[src/rtl/axi_ram_arb_pkg.sv]
// Shared types and the round-robin pick function for the two-master AXI RAM arbiter.
package axi_ram_arb_pkg;

   typedef enum logic [1:0] {
      W_IDLE = 2'd0,
      W_ADDR = 2'd1,
      W_DATA = 2'd2,
      W_RESP = 2'd3
   } wstate_t;

   typedef enum logic [1:0] {
      R_IDLE = 2'd0,
      R_ADDR = 2'd1,
      R_DATA = 2'd2
   } rstate_t;

   // last = master that won the previous burst; a tie goes to the other one.
   function automatic logic next_grant(input logic [1:0] req, input logic last);
      if (req == 2'b11) return ~last;
      return req[1];
   endfunction

endpackage

[src/rtl/axi_rr_arb2.sv]
// Two-requester round-robin picker: grant is captured on load, and priority
// moves to the other requester on update (end of the granted burst).
module axi_rr_arb2
   import axi_ram_arb_pkg::*;
(
   input  logic       clk,
   input  logic       rst_n,
   input  logic [1:0] req,
   input  logic       load,
   input  logic       update,
   output logic       grant
);

   logic prio;  // requester that wins the next tie

   always_ff @(posedge clk or negedge rst_n) begin
      if (!rst_n) begin
         prio  <= 1'b0;
         grant <= 1'b0;
      end else begin
         if (load)   grant <= next_grant(req, ~prio);
         if (update) prio  <= ~grant;
      end
   end

endmodule

[src/rtl/axi_ram_arb2.sv]
// Two-master to one-slave AXI4 arbiter in front of a shared RAM; independent
// read and write round-robin, grant held for a whole burst, data paths combinational.
module axi_ram_arb2
   import axi_ram_arb_pkg::*;
#(
   parameter int DATA_WIDTH = 32,
   parameter int ADDR_WIDTH = 16,
   parameter int STRB_WIDTH = DATA_WIDTH/8,
   parameter int ID_WIDTH   = 8,
   parameter int LEN_WIDTH  = 8
) (
   input  logic                  clk_i,
   input  logic                  arst_n_i,
   // master 0
   input  logic [ID_WIDTH-1:0]   s0_axi_awid_i,
   input  logic [ADDR_WIDTH-1:0] s0_axi_awaddr_i,
   input  logic [LEN_WIDTH-1:0]  s0_axi_awlen_i,
   input  logic [2:0]            s0_axi_awsize_i,
   input  logic [1:0]            s0_axi_awburst_i,
   input  logic                  s0_axi_awvalid_i,
   output logic                  s0_axi_awready_o,
   input  logic [DATA_WIDTH-1:0] s0_axi_wdata_i,
   input  logic [STRB_WIDTH-1:0] s0_axi_wstrb_i,
   input  logic                  s0_axi_wlast_i,
   input  logic                  s0_axi_wvalid_i,
   output logic                  s0_axi_wready_o,
   output logic [ID_WIDTH-1:0]   s0_axi_bid_o,
   output logic [1:0]            s0_axi_bresp_o,
   output logic                  s0_axi_bvalid_o,
   input  logic                  s0_axi_bready_i,
   input  logic [ID_WIDTH-1:0]   s0_axi_arid_i,
   input  logic [ADDR_WIDTH-1:0] s0_axi_araddr_i,
   input  logic [LEN_WIDTH-1:0]  s0_axi_arlen_i,
   input  logic [2:0]            s0_axi_arsize_i,
   input  logic [1:0]            s0_axi_arburst_i,
   input  logic                  s0_axi_arvalid_i,
   output logic                  s0_axi_arready_o,
   output logic [ID_WIDTH-1:0]   s0_axi_rid_o,
   output logic [DATA_WIDTH-1:0] s0_axi_rdata_o,
   output logic [1:0]            s0_axi_rresp_o,
   output logic                  s0_axi_rlast_o,
   output logic                  s0_axi_rvalid_o,
   input  logic                  s0_axi_rready_i,
   // master 1
   input  logic [ID_WIDTH-1:0]   s1_axi_awid_i,
   input  logic [ADDR_WIDTH-1:0] s1_axi_awaddr_i,
   input  logic [LEN_WIDTH-1:0]  s1_axi_awlen_i,
   input  logic [2:0]            s1_axi_awsize_i,
   input  logic [1:0]            s1_axi_awburst_i,
   input  logic                  s1_axi_awvalid_i,
   output logic                  s1_axi_awready_o,
   input  logic [DATA_WIDTH-1:0] s1_axi_wdata_i,
   input  logic [STRB_WIDTH-1:0] s1_axi_wstrb_i,
   input  logic                  s1_axi_wlast_i,
   input  logic                  s1_axi_wvalid_i,
   output logic                  s1_axi_wready_o,
   output logic [ID_WIDTH-1:0]   s1_axi_bid_o,
   output logic [1:0]            s1_axi_bresp_o,
   output logic                  s1_axi_bvalid_o,
   input  logic                  s1_axi_bready_i,
   input  logic [ID_WIDTH-1:0]   s1_axi_arid_i,
   input  logic [ADDR_WIDTH-1:0] s1_axi_araddr_i,
   input  logic [LEN_WIDTH-1:0]  s1_axi_arlen_i,
   input  logic [2:0]            s1_axi_arsize_i,
   input  logic [1:0]            s1_axi_arburst_i,
   input  logic                  s1_axi_arvalid_i,
   output logic                  s1_axi_arready_o,
   output logic [ID_WIDTH-1:0]   s1_axi_rid_o,
   output logic [DATA_WIDTH-1:0] s1_axi_rdata_o,
   output logic [1:0]            s1_axi_rresp_o,
   output logic                  s1_axi_rlast_o,
   output logic                  s1_axi_rvalid_o,
   input  logic                  s1_axi_rready_i,
   // toward the RAM
   output logic [ID_WIDTH-1:0]   m_axi_awid_o,
   output logic [ADDR_WIDTH-1:0] m_axi_awaddr_o,
   output logic [LEN_WIDTH-1:0]  m_axi_awlen_o,
   output logic [2:0]            m_axi_awsize_o,
   output logic [1:0]            m_axi_awburst_o,
   output logic                  m_axi_awlock_o,
   output logic [3:0]            m_axi_awcache_o,
   output logic [2:0]            m_axi_awprot_o,
   output logic [3:0]            m_axi_awqos_o,
   output logic                  m_axi_awvalid_o,
   input  logic                  m_axi_awready_i,
   output logic [DATA_WIDTH-1:0] m_axi_wdata_o,
   output logic [STRB_WIDTH-1:0] m_axi_wstrb_o,
   output logic                  m_axi_wlast_o,
   output logic                  m_axi_wvalid_o,
   input  logic                  m_axi_wready_i,
   input  logic [ID_WIDTH-1:0]   m_axi_bid_i,
   input  logic [1:0]            m_axi_bresp_i,
   input  logic                  m_axi_bvalid_i,
   output logic                  m_axi_bready_o,
   output logic [ID_WIDTH-1:0]   m_axi_arid_o,
   output logic [ADDR_WIDTH-1:0] m_axi_araddr_o,
   output logic [LEN_WIDTH-1:0]  m_axi_arlen_o,
   output logic [2:0]            m_axi_arsize_o,
   output logic [1:0]            m_axi_arburst_o,
   output logic                  m_axi_arlock_o,
   output logic [3:0]            m_axi_arcache_o,
   output logic [2:0]            m_axi_arprot_o,
   output logic [3:0]            m_axi_arqos_o,
   output logic                  m_axi_arvalid_o,
   input  logic                  m_axi_arready_i,
   input  logic [ID_WIDTH-1:0]   m_axi_rid_i,
   input  logic [DATA_WIDTH-1:0] m_axi_rdata_i,
   input  logic [1:0]            m_axi_rresp_i,
   input  logic                  m_axi_rlast_i,
   input  logic                  m_axi_rvalid_i,
   output logic                  m_axi_rready_o
);

   wstate_t wstate, wstate_nx;
   rstate_t rstate, rstate_nx;
   logic    wg, rg, wload, wupd, rload, rupd;
   logic    w_addr, w_data, w_resp, r_addr, r_data;

   axi_rr_arb2 u_warb (.clk(clk_i), .rst_n(arst_n_i), .req({s1_axi_awvalid_i, s0_axi_awvalid_i}),
                       .load(wload), .update(wupd), .grant(wg));
   axi_rr_arb2 u_rarb (.clk(clk_i), .rst_n(arst_n_i), .req({s1_axi_arvalid_i, s0_axi_arvalid_i}),
                       .load(rload), .update(rupd), .grant(rg));

   always_ff @(posedge clk_i or negedge arst_n_i) begin
      if (!arst_n_i) begin
         wstate <= W_IDLE;
         rstate <= R_IDLE;
      end else begin
         wstate <= wstate_nx;
         rstate <= rstate_nx;
      end
   end

   always_comb begin
      wstate_nx = wstate;
      wload     = 1'b0;
      wupd      = 1'b0;
      case (wstate)
         W_IDLE: if (s0_axi_awvalid_i || s1_axi_awvalid_i) begin
            wload     = 1'b1;
            wstate_nx = W_ADDR;
         end
         W_ADDR: if (m_axi_awvalid_o && m_axi_awready_i) wstate_nx = W_DATA;
         W_DATA: if (m_axi_wvalid_o && m_axi_wready_i && m_axi_wlast_o) wstate_nx = W_RESP;
         W_RESP: if (m_axi_bvalid_i && m_axi_bready_o) begin
            wupd      = 1'b1;
            wstate_nx = W_IDLE;
         end
         default: wstate_nx = W_IDLE;
      endcase
   end

   always_comb begin
      rstate_nx = rstate;
      rload     = 1'b0;
      rupd      = 1'b0;
      case (rstate)
         R_IDLE: if (s0_axi_arvalid_i || s1_axi_arvalid_i) begin
            rload     = 1'b1;
            rstate_nx = R_ADDR;
         end
         R_ADDR: if (m_axi_arvalid_o && m_axi_arready_i) rstate_nx = R_DATA;
         R_DATA: if (m_axi_rvalid_i && m_axi_rready_o && m_axi_rlast_i) begin
            rupd      = 1'b1;
            rstate_nx = R_IDLE;
         end
         default: rstate_nx = R_IDLE;
      endcase
   end

   assign w_addr = (wstate == W_ADDR);
   assign w_data = (wstate == W_DATA);
   assign w_resp = (wstate == W_RESP);
   assign r_addr = (rstate == R_ADDR);
   assign r_data = (rstate == R_DATA);

   // Payload fields follow the grant unconditionally; only valid/ready are phase-gated.
   assign m_axi_awid_o     = wg ? s1_axi_awid_i    : s0_axi_awid_i;
   assign m_axi_awaddr_o   = wg ? s1_axi_awaddr_i  : s0_axi_awaddr_i;
   assign m_axi_awlen_o    = wg ? s1_axi_awlen_i   : s0_axi_awlen_i;
   assign m_axi_awsize_o   = wg ? s1_axi_awsize_i  : s0_axi_awsize_i;
   assign m_axi_awburst_o  = wg ? s1_axi_awburst_i : s0_axi_awburst_i;
   assign m_axi_awvalid_o  = w_addr && (wg ? s1_axi_awvalid_i : s0_axi_awvalid_i);
   assign s0_axi_awready_o = w_addr && !wg && m_axi_awready_i;
   assign s1_axi_awready_o = w_addr &&  wg && m_axi_awready_i;

   assign m_axi_wdata_o    = wg ? s1_axi_wdata_i : s0_axi_wdata_i;
   assign m_axi_wstrb_o    = wg ? s1_axi_wstrb_i : s0_axi_wstrb_i;
   assign m_axi_wlast_o    = wg ? s1_axi_wlast_i : s0_axi_wlast_i;
   assign m_axi_wvalid_o   = w_data && (wg ? s1_axi_wvalid_i : s0_axi_wvalid_i);
   assign s0_axi_wready_o  = w_data && !wg && m_axi_wready_i;
   assign s1_axi_wready_o  = w_data &&  wg && m_axi_wready_i;

   assign s0_axi_bid_o     = m_axi_bid_i;
   assign s1_axi_bid_o     = m_axi_bid_i;
   assign s0_axi_bresp_o   = m_axi_bresp_i;
   assign s1_axi_bresp_o   = m_axi_bresp_i;
   assign s0_axi_bvalid_o  = w_resp && !wg && m_axi_bvalid_i;
   assign s1_axi_bvalid_o  = w_resp &&  wg && m_axi_bvalid_i;
   assign m_axi_bready_o   = w_resp && (wg ? s1_axi_bready_i : s0_axi_bready_i);

   assign m_axi_arid_o     = rg ? s1_axi_arid_i    : s0_axi_arid_i;
   assign m_axi_araddr_o   = rg ? s1_axi_araddr_i  : s0_axi_araddr_i;
   assign m_axi_arlen_o    = rg ? s1_axi_arlen_i   : s0_axi_arlen_i;
   assign m_axi_arsize_o   = rg ? s1_axi_arsize_i  : s0_axi_arsize_i;
   assign m_axi_arburst_o  = rg ? s1_axi_arburst_i : s0_axi_arburst_i;
   assign m_axi_arvalid_o  = r_addr && (rg ? s1_axi_arvalid_i : s0_axi_arvalid_i);
   assign s0_axi_arready_o = r_addr && !rg && m_axi_arready_i;
   assign s1_axi_arready_o = r_addr &&  rg && m_axi_arready_i;

   assign s0_axi_rid_o     = m_axi_rid_i;
   assign s1_axi_rid_o     = m_axi_rid_i;
   assign s0_axi_rdata_o   = m_axi_rdata_i;
   assign s1_axi_rdata_o   = m_axi_rdata_i;
   assign s0_axi_rresp_o   = m_axi_rresp_i;
   assign s1_axi_rresp_o   = m_axi_rresp_i;
   assign s0_axi_rlast_o   = m_axi_rlast_i;
   assign s1_axi_rlast_o   = m_axi_rlast_i;
   assign s0_axi_rvalid_o  = r_data && !rg && m_axi_rvalid_i;
   assign s1_axi_rvalid_o  = r_data &&  rg && m_axi_rvalid_i;
   assign m_axi_rready_o   = r_data && (rg ? s1_axi_rready_i : s0_axi_rready_i);

   assign m_axi_awlock_o   = 1'b0;
   assign m_axi_awcache_o  = 4'd0;
   assign m_axi_awprot_o   = 3'd0;
   assign m_axi_awqos_o    = 4'd0;
   assign m_axi_arlock_o   = 1'b0;
   assign m_axi_arcache_o  = 4'd0;
   assign m_axi_arprot_o   = 3'd0;
   assign m_axi_arqos_o    = 4'd0;

endmodule

[config.mk]
export PLATFORM = sky130hd
export DESIGN_NAME = axi_ram_arb2
export DESIGN_NICKNAME = d
export VERILOG_FILES = /design/src/rtl/axi_ram_arb_pkg.sv /design/src/rtl/axi_rr_arb2.sv /design/src/rtl/axi_ram_arb2.sv
export SDC_FILE = /design/constraint.sdc
export NUM_CORES = 1
export LEC_CHECK = 0
export BUFFER_PORTS_ARGS = -buffer_cell sky130_fd_sc_hd__buf_2
export CORE_AREA = 10 10 203 205
export DETAILED_ROUTE_END_ITERATION = 10
export DIE_AREA = 0 0 213 215
export PLACE_DENSITY = 0.4
export REMOVE_ABC_BUFFERS = 1
export SYNTH_ARGS = -nofsm -noshare
export SYNTH_HDL_FRONTEND = slang
export SYNTH_HIERARCHICAL = 1
export SYNTH_SLANG_ARGS = --single-unit
[constraint.sdc]
create_clock -name clk_i -period 2.5 [get_ports clk_i]
set_input_delay 0.5 -clock clk_i [delete_from_list [all_inputs] [get_ports clk_i]]
set_output_delay 0.5 -clock clk_i [all_outputs]
set_load 0.02 [all_outputs]
==> results of run 1 <==
==> flip-flops by register name, indices dropped and copies added, names as in the netlist <==
signal,count
u_warb/grant,1
u_rarb/grant,1
wstate,2
u_warb/prio,1
rstate,2
u_rarb/prio,1
==> power by group through the flow <==
| stage | Sequential, uW | Combinational [uW] | Clock [uW] |
|---|---|---|---|
| after floorplan | 429 | 1730 | 0 |
| after global placement | 304 | 2860 | 0 |
| after detailed placement | 309 | 2870 | 0 |
| after CTS | 309 | 2880 | 302 |
| after global routing | 320 | 3030 | 307 |
| final | 304 | 2830 | 284 |
==> worst max-delay path: cells and delay by family (launching register included) <==
family / cells / cell delay, ps
buffers and inverters: 2 / 480
DFF: 1 / 620
muxes: 1 / 390
==> per-stage QoR <==
step | instances | cell area, sq um | total power [uW]
after floorplan | 203 | 1960 | 2160
after global placement | 1048 | 4450 | 3160
after detailed placement | 1048 | 4450 | 3180
after CTS | 1051 | 4520 | 3490
after global routing | 1053 | 4530 | 3650
final | 1064 | 4560 | 3420
==> worst max path at each step <==
stage	slack [ps]	cells past startpoint	end
6_report	230	3	m_axi_wdata_o[25]
2_1_floorplan	-910	4	wstate[1]
5_1_grt	170	3	m_axi_wdata_o[26]
3_5_place_dp	480	3	m_axi_wdata_o[26]
3_3_place_gp	510	3	m_axi_wdata_o[26]
4_1_cts	210	3	m_axi_wdata_o[26]
==> per-layer routing <==
metal | vias up | track usage (%) | part of all wire (%)
li1 | 1478 | - | -
met1 | 1474 | 10.9 | 36
met2 | 412 | 13.3 | 35
met3 | 32 | 14.0 | 27
met4 | 28 | 0.786 | 0.43
met5 | - | 3.67 | 1.3
==> synth_stat cells (3+ instances only) <==
cell / instances
dfrtp_1: 8
nand2_1: 7
nor2b_1: 9
inv_1: 4
ha_1: 5
buf_4: 131
mux2i_1: 6
and3_1: 5
nor2_1: 9
mux2_4: 3
buf_1: 4
clkbuf_1: 8
mux2_2: 110
==> layout by cell type, fill, tap and decap left out, types with 4 or more instances in the layout <==
master and count:
mux2_2 110, dfrtp_1 6, conb_1 24, buf_2 367
nand2_1 7, diode_2 13, mux2i_1 6, and3_1 5
nor2_1 9, nor2b_1 9, ha_1 5, inv_1 4
==> logic make-up (layout without fill, tap and decap cells) <==
| kind of cell | count (synthesis) | in the layout | share of synthesized area, % |
|---|---|---|---|
| AOI/OAI and AO/OA | 6 | 6 | 1.55 |
| buffers and inverters | 148 | 378 | 36.1 |
| and+or+nand+nor | 36 | 36 | 6.59 |
| DFF | 8 | 8 | 6.89 |
| muxes | 120 | 120 | 46.6 |
| adders and majority gates | 5 | 5 | 2.15 |
| other | 1 | 37 | 0.129 |
==> area by class of cell <==
class	instances	area, sq um
fillers	4321	32700
repair buffers	371	1890
multi-input cells	191	1740
well taps	474	593
flip-flops and latches	8	205
clock buffers	3	75.1
diodes	13	32.5
inverters	4	15.0
==> summary.txt, run 1 <==
H-Tree Level Count - 1
Worst hold margin - 135 ps
Total Wirelength - 26,800 um
Sequential power share - 8.9%
Clk_lat worst skew - 230 ps
Crit path max fanout - 49
Comb power frac - 82.8%
1st-iter DRT viols - 77
WP data arrival - 1770 ps
Chip width - 213 um
Post-synth top area share - 42.6%
Die area - 0.0458 sq mm
Max Root-Sink Buffers - 2
Slew Viols, Final - 0
Worst path max stage delay - 620 ps
P_int - 1680 uW
Dpl ws - 482 ps
First-pass GRT wire length - 33,600 um
Total track usage - 10.7%
RSZ-0062 raised after global routing - no
Vias - 3,424
Hold-fix buffers, CTS - 0
Initial antenna violation count - 32
Worst reg2reg startpoint - u_warb/grant
Post-CTS Setup Bufs - 0
Post-Route Utilization - 12.2%
Cells resized by post-CTS repair - 0
Area Overhead vs Synth - 56.8%
DR DRC count - 0
Setup crit end kind - output pin
Final worst-path cycle share - 90.7%
Clock network fraction of design power - 8.3%
Largest net degree at the start of global routing - 50
Clk pin slew, worst setup/hold paths - 40 ps
R2R cell count - 5
Yosys warns - 6
Kind of critical path - reg2out
PD cells - 751 mW/mm^2
Final Hold Viols - 0
Main flop type after synthesis - dfrtp_1
Initial Util - 7.81%
Sw Ratio - 51.0%
Outcome - completed
Seq/Total Area, Yosys - 6.89%
GPL Wtd Cong - 0.827
Crit path required time - 2000 ps
Clock skew - 0.182 ps
Die Height - 215 um
P_sw - 1750 uW
I/O Pins - 548
Maximum VDD drop - 0.000285 V
Setup TNS - 0 ps
Root Driver - clkbuf_16
LEAKAGE - 0.00233 uW
Mapped Cells - 324
Final number of setup-violating endpoints - 0
Synth area leaders - mux2_2 43%, buf_4 34%, dfrtp_1 6.9%
IO buf count - 367
Row count - 71
CP Launch Type - register
Achievable frequency - 441 MHz
Final antenna-violating net count - 0
Max-Cap Viols - 0
Worst path cell trace - buf_12 -> mux2_2 -> buf_2
Async SR Flop Fraction - 100%
DP Wirelength - 25,400 um
Number of CTS-inserted buffers - 3
HP Class - in2async
Grt total ovfl - 0
Minimum clock period - 2270 ps
Avg Vias per Cell - 3.22
Layout net count - 876
CP max stage cell - dfrtp_4
CORE AREA - 0.0372 sq mm
Drt wl/cell - 25.2 um
Initial DRT Pass Iterations - 4
#FFs+latches synth - 8
Fraction of layout cells with a size suffix above 1 - 84.7%
CTS sink count - 8
Post-synth EDFFs - 0
Netlist Area Pre-Place - 0.00291 sq mm
RR Endpoint - wstate[1]
Final WS setup - 231 ps
Yosys top cell by area - mux2_2
Avg Synthesized Cell Area - 8.97 sq um
Vias in the first global route - 3,799
Critical Path Source - u_warb/grant
Post-synth cell types - 25
CTS tree - done
Flop2flop setup slack - 530 ps
Note: power is estimated with default switching activity, not from simulation.
==> inputs of run 2 (changes only) <==
--- a/config.mk
+++ b/config.mk
@@ -5,11 +5,12 @@
 export SDC_FILE = /design/constraint.sdc
 export NUM_CORES = 1
 export LEC_CHECK = 0
-export BUFFER_PORTS_ARGS = -buffer_cell sky130_fd_sc_hd__buf_2
-export CORE_AREA = 10 10 203 205
+export ABC_CLOCK_PERIOD_IN_PS = 2500
+export CORE_AREA = 10 10 202 204
 export DETAILED_ROUTE_END_ITERATION = 10
-export DIE_AREA = 0 0 213 215
-export PLACE_DENSITY = 0.4
+export DIE_AREA = 0 0 212 214
+export DONT_BUFFER_PORTS = 1
+export PLACE_DENSITY = 0.3
 export REMOVE_ABC_BUFFERS = 1
 export SYNTH_ARGS = -nofsm -noshare
 export SYNTH_HDL_FRONTEND = slang
==> summary.txt, run 2 (synthesis gave the netlist of run 1 again) <==
Max Root-Sink Buffers - 2
Most frequent cells in the layout - 110 x mux2_2, 24 x conb_1, 9 x nor2b_1, 9 x nor2_1, 7 x nand2_1
Worst hold margin - 397 ps
Clk_lat worst skew - 240 ps
CORE AREA - 0.0370 sq mm
Top flop regs - rstate (2), wstate (2)
Crit path max fanout - 61
Root Driver - clkbuf_16
IO buf count - 0
Kind of critical path - reg2out
LEAKAGE - 0.000876 uW
CTS tree - done
Final number of setup-violating endpoints - 0
Placed inst area - 0.00262 sq mm
H-Tree Level Count - 1
CP Launch Type - register
Largest net degree at the start of global routing - 62
Post-route cell area - 0.00274 sq mm
Clk pin slew, worst setup/hold paths - 40 ps
Area Overhead vs Synth - -5.64%
Chip width - 212 um
# placed instances - 683
Clock skew - 0.397 ps
1st-iter DRT viols - 51
Fraction of layout cells with a size suffix above 1 - 58.2%
Layout Cells excl Fill - 704
Vias - 2,045
First-pass GRT wire length - 29,200 um
Final antenna-violating net count - 0
DP Wirelength - 23,600 um
GPL Wtd Cong - 0.785
CTS sink count - 8
Slew Viols, Final - 0
Initial DRT Pass Iterations - 4
Die area - 0.0454 sq mm
Grt total ovfl - 0
Cells resized by post-CTS repair - 0
Relative slew slack - 59.5%
I/O Pins - 548
Minimum clock period - 2170 ps
Drt wl/cell - 35.4 um
Setup crit end kind - output pin
HP Class - in2reg
Initial antenna violation count - 33
Final Hold Viols - 0
Outcome - completed
Vias in the first global route - 2,391
Avg Vias per Cell - 2.90
Die Height - 214 um
Final worst-path cycle share - 86.9%
Initial Util - 7.85%
Most common cell after layout, fill and taps aside - mux2_2
WP data arrival - 1670 ps
Row count - 71
Slew @ Worst Pin - 606 ps
DR DRC count - 0
Maximum VDD drop - 0.000462 V
Total track usage - 9.92%
Number of CTS-inserted buffers - 3
Achievable frequency - 461 MHz
RSZ-0062 raised after global routing - no
Crit path required time - 2000 ps
Max-Cap Viols - 0
Layout net count - 512
Total Wirelength - 24,900 um
PD cells - 999 mW/mm^2
-- run 2: worst max-delay path, stage by stage, from the launching register on --
cell     delay, ps
dfrtp_4        600
buf_12         300
mux2_2         450
-- run 2: repair_timing --
item | 4_1_cts | 5_1_grt
setup endpoints to repair | 0 | 0
hold buffers | 1 | 0
hold endpoints to repair | 8 | 0
buffers inserted | 0 | 0
-- run 2: final cells by class --
type                    instances  area (sq um)
fillers                      4299         34300
diodes                         17          42.5
well taps                     474           593
inverters                       4          15.0
flip-flops and latches          8           205
clock buffers                   3          75.1
repair buffers                  7          67.6
multi-input cells             191          1740
-- run 2: path summary, 6_finish.rpt --
check / start / end / slack, ps / cells after the start
max reg2reg: u_warb/grant / wstate[1] / 570 / 4
max: u_warb/grant / m_axi_wdata_o[22] / 330 / 2
min: s1_axi_awvalid_i / u_warb/grant / 400 / 2
min reg2reg: u_rarb/prio / u_rarb/prio / 510 / 1
min in group asynchronous: arst_n_i / wstate[0] / 710 / 1
max in group asynchronous: arst_n_i / u_warb/grant / 1340 / 1
-- run 2: per-layer routing --
metal / vias to the layer above / wire (um) / GRT usage, %
met3: 46 / 8030 / 16.1
met4: 34 / 162 / 0.911
li1: 750 / - / -
met2: 394 / 8620 / 11.8
met1: 821 / 7710 / 8.46
met5: - / 421 / 4.11
-- run 2: stage by stage --
stage	TNS (ps)	util (%)	total power, uW	setup slack, ps
after floorplan	-40130	-	2160	-907
after global placement	0	7.06	2500	586
after detailed placement	0	7.06	2480	569
after CTS	0	7.29	2800	314
after global routing	0	7.32	2930	234
final	0	7.40	2740	329
-- run 2: report_power, final --
part           switching [uW]  internal [uW]  leakage, uW
registers                99.3            200    0.0000946
logic                    1340            818     0.000744
clock network            74.4            207    0.0000371
==> inputs of run 3 (changes only) <==
--- a/config.mk
+++ b/config.mk
@@ -5,10 +5,11 @@
 export SDC_FILE = /design/constraint.sdc
 export NUM_CORES = 1
 export LEC_CHECK = 0
-export ABC_CLOCK_PERIOD_IN_PS = 2500
-export CORE_AREA = 10 10 202 204
+export ABC_AREA = 1
+export ABC_CLOCK_PERIOD_IN_PS = 1900
+export CORE_AREA = 10 10 208 210
 export DETAILED_ROUTE_END_ITERATION = 10
-export DIE_AREA = 0 0 212 214
+export DIE_AREA = 0 0 218 220
 export DONT_BUFFER_PORTS = 1
 export PLACE_DENSITY = 0.3
 export REMOVE_ABC_BUFFERS = 1
==> constraint.sdc (replaced) <==
create_clock -name clk_i -period 1.9 [get_ports clk_i]
set_input_delay 0.38 -clock clk_i [delete_from_list [all_inputs] [get_ports clk_i]]
set_output_delay 0.38 -clock clk_i [all_outputs]
set_load 0.02 [all_outputs]
==> summary.txt, run 3 <==
Outcome - completed
Initial antenna violation count - 9
Maximum VDD drop - 0.000374 V
Placed inst area - 0.00297 sq mm
Fraction of layout cells with a size suffix above 1 - 9.16%
Async SR Flop Fraction - 100%
Most common cell after layout, fill and taps aside - nand2_1
Top flop regs - rstate (2), wstate (2)
Most frequent cells in the layout - 361 x nand2_1, 25 x inv_1, 24 x conb_1
CTS sink count - 8
Vias - 3,280
LEAKAGE - 0.00167 uW
Clk_lat worst skew - 240 ps
Crit path max fanout - 4
P_sw - 3240 uW
Sw Ratio - 68.6%
Initial DRT Pass Iterations - 5
Comb power frac - 84.7%
P_int - 1480 uW
GPL Wtd Cong - 0.814
FILL cells - 4,656
Row count - 73
Relative slew slack - 65.8%
First-pass GRT wire length - 37,100 um
CTS tree - done
Final worst-path cycle share - 96.7%
Final antenna-violating net count - 0
Achievable frequency - 544 MHz
Clock skew - 0.368 ps
H-Tree Level Count - 1
Setup crit end kind - output pin
Slew Viols, Final - 0
Number of CTS-inserted buffers - 3
Post-synth EDFFs - 0
Seq/Total Area, Yosys - 6.51%
Post-CTS Setup Bufs - 0
Total Wirelength - 31,600 um
Area Overhead vs Synth - 1.22%
Avg Synthesized Cell Area - 5.09 sq um
Die Height - 220 um
Kind of critical path - reg2out
Root Driver - clkbuf_16
Sequential power share - 7.2%
I/O Pins - 548
PD cells - 1520 mW/mm^2
HP Class - in2reg
Max Root-Sink Buffers - 2
Max-Cap Viols - 0
Chip width - 218 um
Yosys warns - 6
Synth top cells by count - 361 x nand2_1, 132 x buf_4, 25 x inv_1
Slew @ Worst Pin - 512 ps
DR DRC count - 0
WP data arrival - 1460 ps
Clock network fraction of design power - 8.1%
Most frequent cell after synthesis - nand2_1
Crit path required time - 1520 ps
Main flop type after synthesis - dfrtp_1
RSZ-0062 raised after global routing - yes
CP Launch Type - register
Post-synth top area share - 44.1%
Layout net count - 800
Total track usage - 12.0%
Post-route cell area - 0.00311 sq mm
DP Wirelength - 29,200 um
Grt total ovfl - 0
Post-Route Utilization - 7.93%
Die area - 0.0480 sq mm
Vias in the first global route - 3,134
Clk pin slew, worst setup/hold paths - 40 ps
Initial Util - 7.83%
IO buf count - 0
Yosys top cell by area - nand2_1
Final Hold Viols - 0
#FFs+latches synth - 8
Final number of setup-violating endpoints - 0
Avg Vias per Cell - 3.19
Synth area leaders - nand2_1 44%, buf_4 32%, dfrtp_1 6.5%
Largest net degree at the start of global routing - 54
Post-synth cell types - 24
Minimum clock period - 1840 ps
1st-iter DRT viols - 233
Netlist Area Pre-Place - 0.00308 sq mm
Mapped Cells - 604
CORE AREA - 0.0393 sq mm
Drt wl/cell - 30.7 um
run 3: changes by cell type in the layout (fill, tap and decap cells not counted), moves of 5 or more:
cell,change
and3_1,-5
inv_1,+21
nor3_1,+7
nand3_1,+5
nand2_1,+354
mux2_2,-110
buf_4,+14
mux2i_1,-6
nor2b_1,-9
diode_2,-15
run 3: through the flow:
stage	hold WS (ps)	setup TNS, ps	power, uW	setup slack, ps	instances
floorplan	84.4	-105570	3240	-1530	471
global placement	86.8	0	4300	245	1021
detailed placement	86.7	0	4300	265	1021
CTS	298	0	4720	19.4	1026
global route	310	-198	5200	-59.7	1027
finish	299	0	4720	62.4	1029
run 3: cell families (layout without fill, tap and decap cells):
group	count (synthesis)	after routing	share of synthesized area, %
compound gates	9	9	2.07
fa+ha+maj	5	5	2.03
flops	8	8	6.51
buf+inv	184	59	39.3
other cells	1	26	0.122
simple gates	397	397	50.0
run 3: layout make-up:
| class | count | area (sq um) | share of cell area, % |
|---|---|---|---|
| flip-flops and latches | 8 | 201 | 6.47 |
| well taps | 525 | 657 | 21.1 |
| clock buffers | 4 | 78.8 | 2.53 |
| diodes | 2 | 5.00 | 0.161 |
| inverters | 28 | 108 | 3.46 |
| repair buffers | 27 | 289 | 9.28 |
| multi-input cells | 435 | 1770 | 57.0 |
run 3: what timing repair did:
| item | CTS | global route |
|---|---|---|
| endpoints found under the hold margin | 8 | 0 |
| setup endpoints to repair | 1 | 21 |
| gates resized for setup | 1 | 7 |
| gates cloned | 0 | 1 |
| hold buffers | 1 | 0 |
run 3: power groups by stage:
stage | clock, uW | combinational (uW) | sequential, uW
6_report | 381 | 4000 | 341
5_1_grt | 405 | 4440 | 355
4_1_cts | 398 | 3980 | 335
3_5_place_dp | 0 | 3960 | 336
3_3_place_gp | 0 | 3960 | 337
2_1_floorplan | 0 | 2740 | 503
run 3: routing by layer:
metal  vias up  part of all wire, %  track usage, %
met3        20                   27            15.5
met1      1411                   28            9.64
met4        14                 0.16           0.347
met2       401                   44            18.0
met5         -                  1.2            5.83
li1       1434                    -               -
run 3: worst paths after layout:
| path | depth (start not counted) | slack [ps] | start | to |
|---|---|---|---|---|
| min reg2reg | 2 | 540 | u_rarb/prio | u_rarb/prio |
| max in group asynchronous | 1 | 970 | arst_n_i | u_warb/grant |
| min | 2 | 300 | m_axi_arready_i | rstate[1] |
| max reg2reg | 6 | 400 | u_rarb/grant | rstate[0] |
| max | 4 | 60 | wstate[1] | s1_axi_bvalid_o |
| min in group asynchronous | 1 | 560 | arst_n_i | wstate[1] |
run 3: worst max-delay path: stages (launching register included):
cell and delay [ps]:
dfrtp_1 400, ha_1 300, inv_1 100, nor3_1 210, buf_4 190
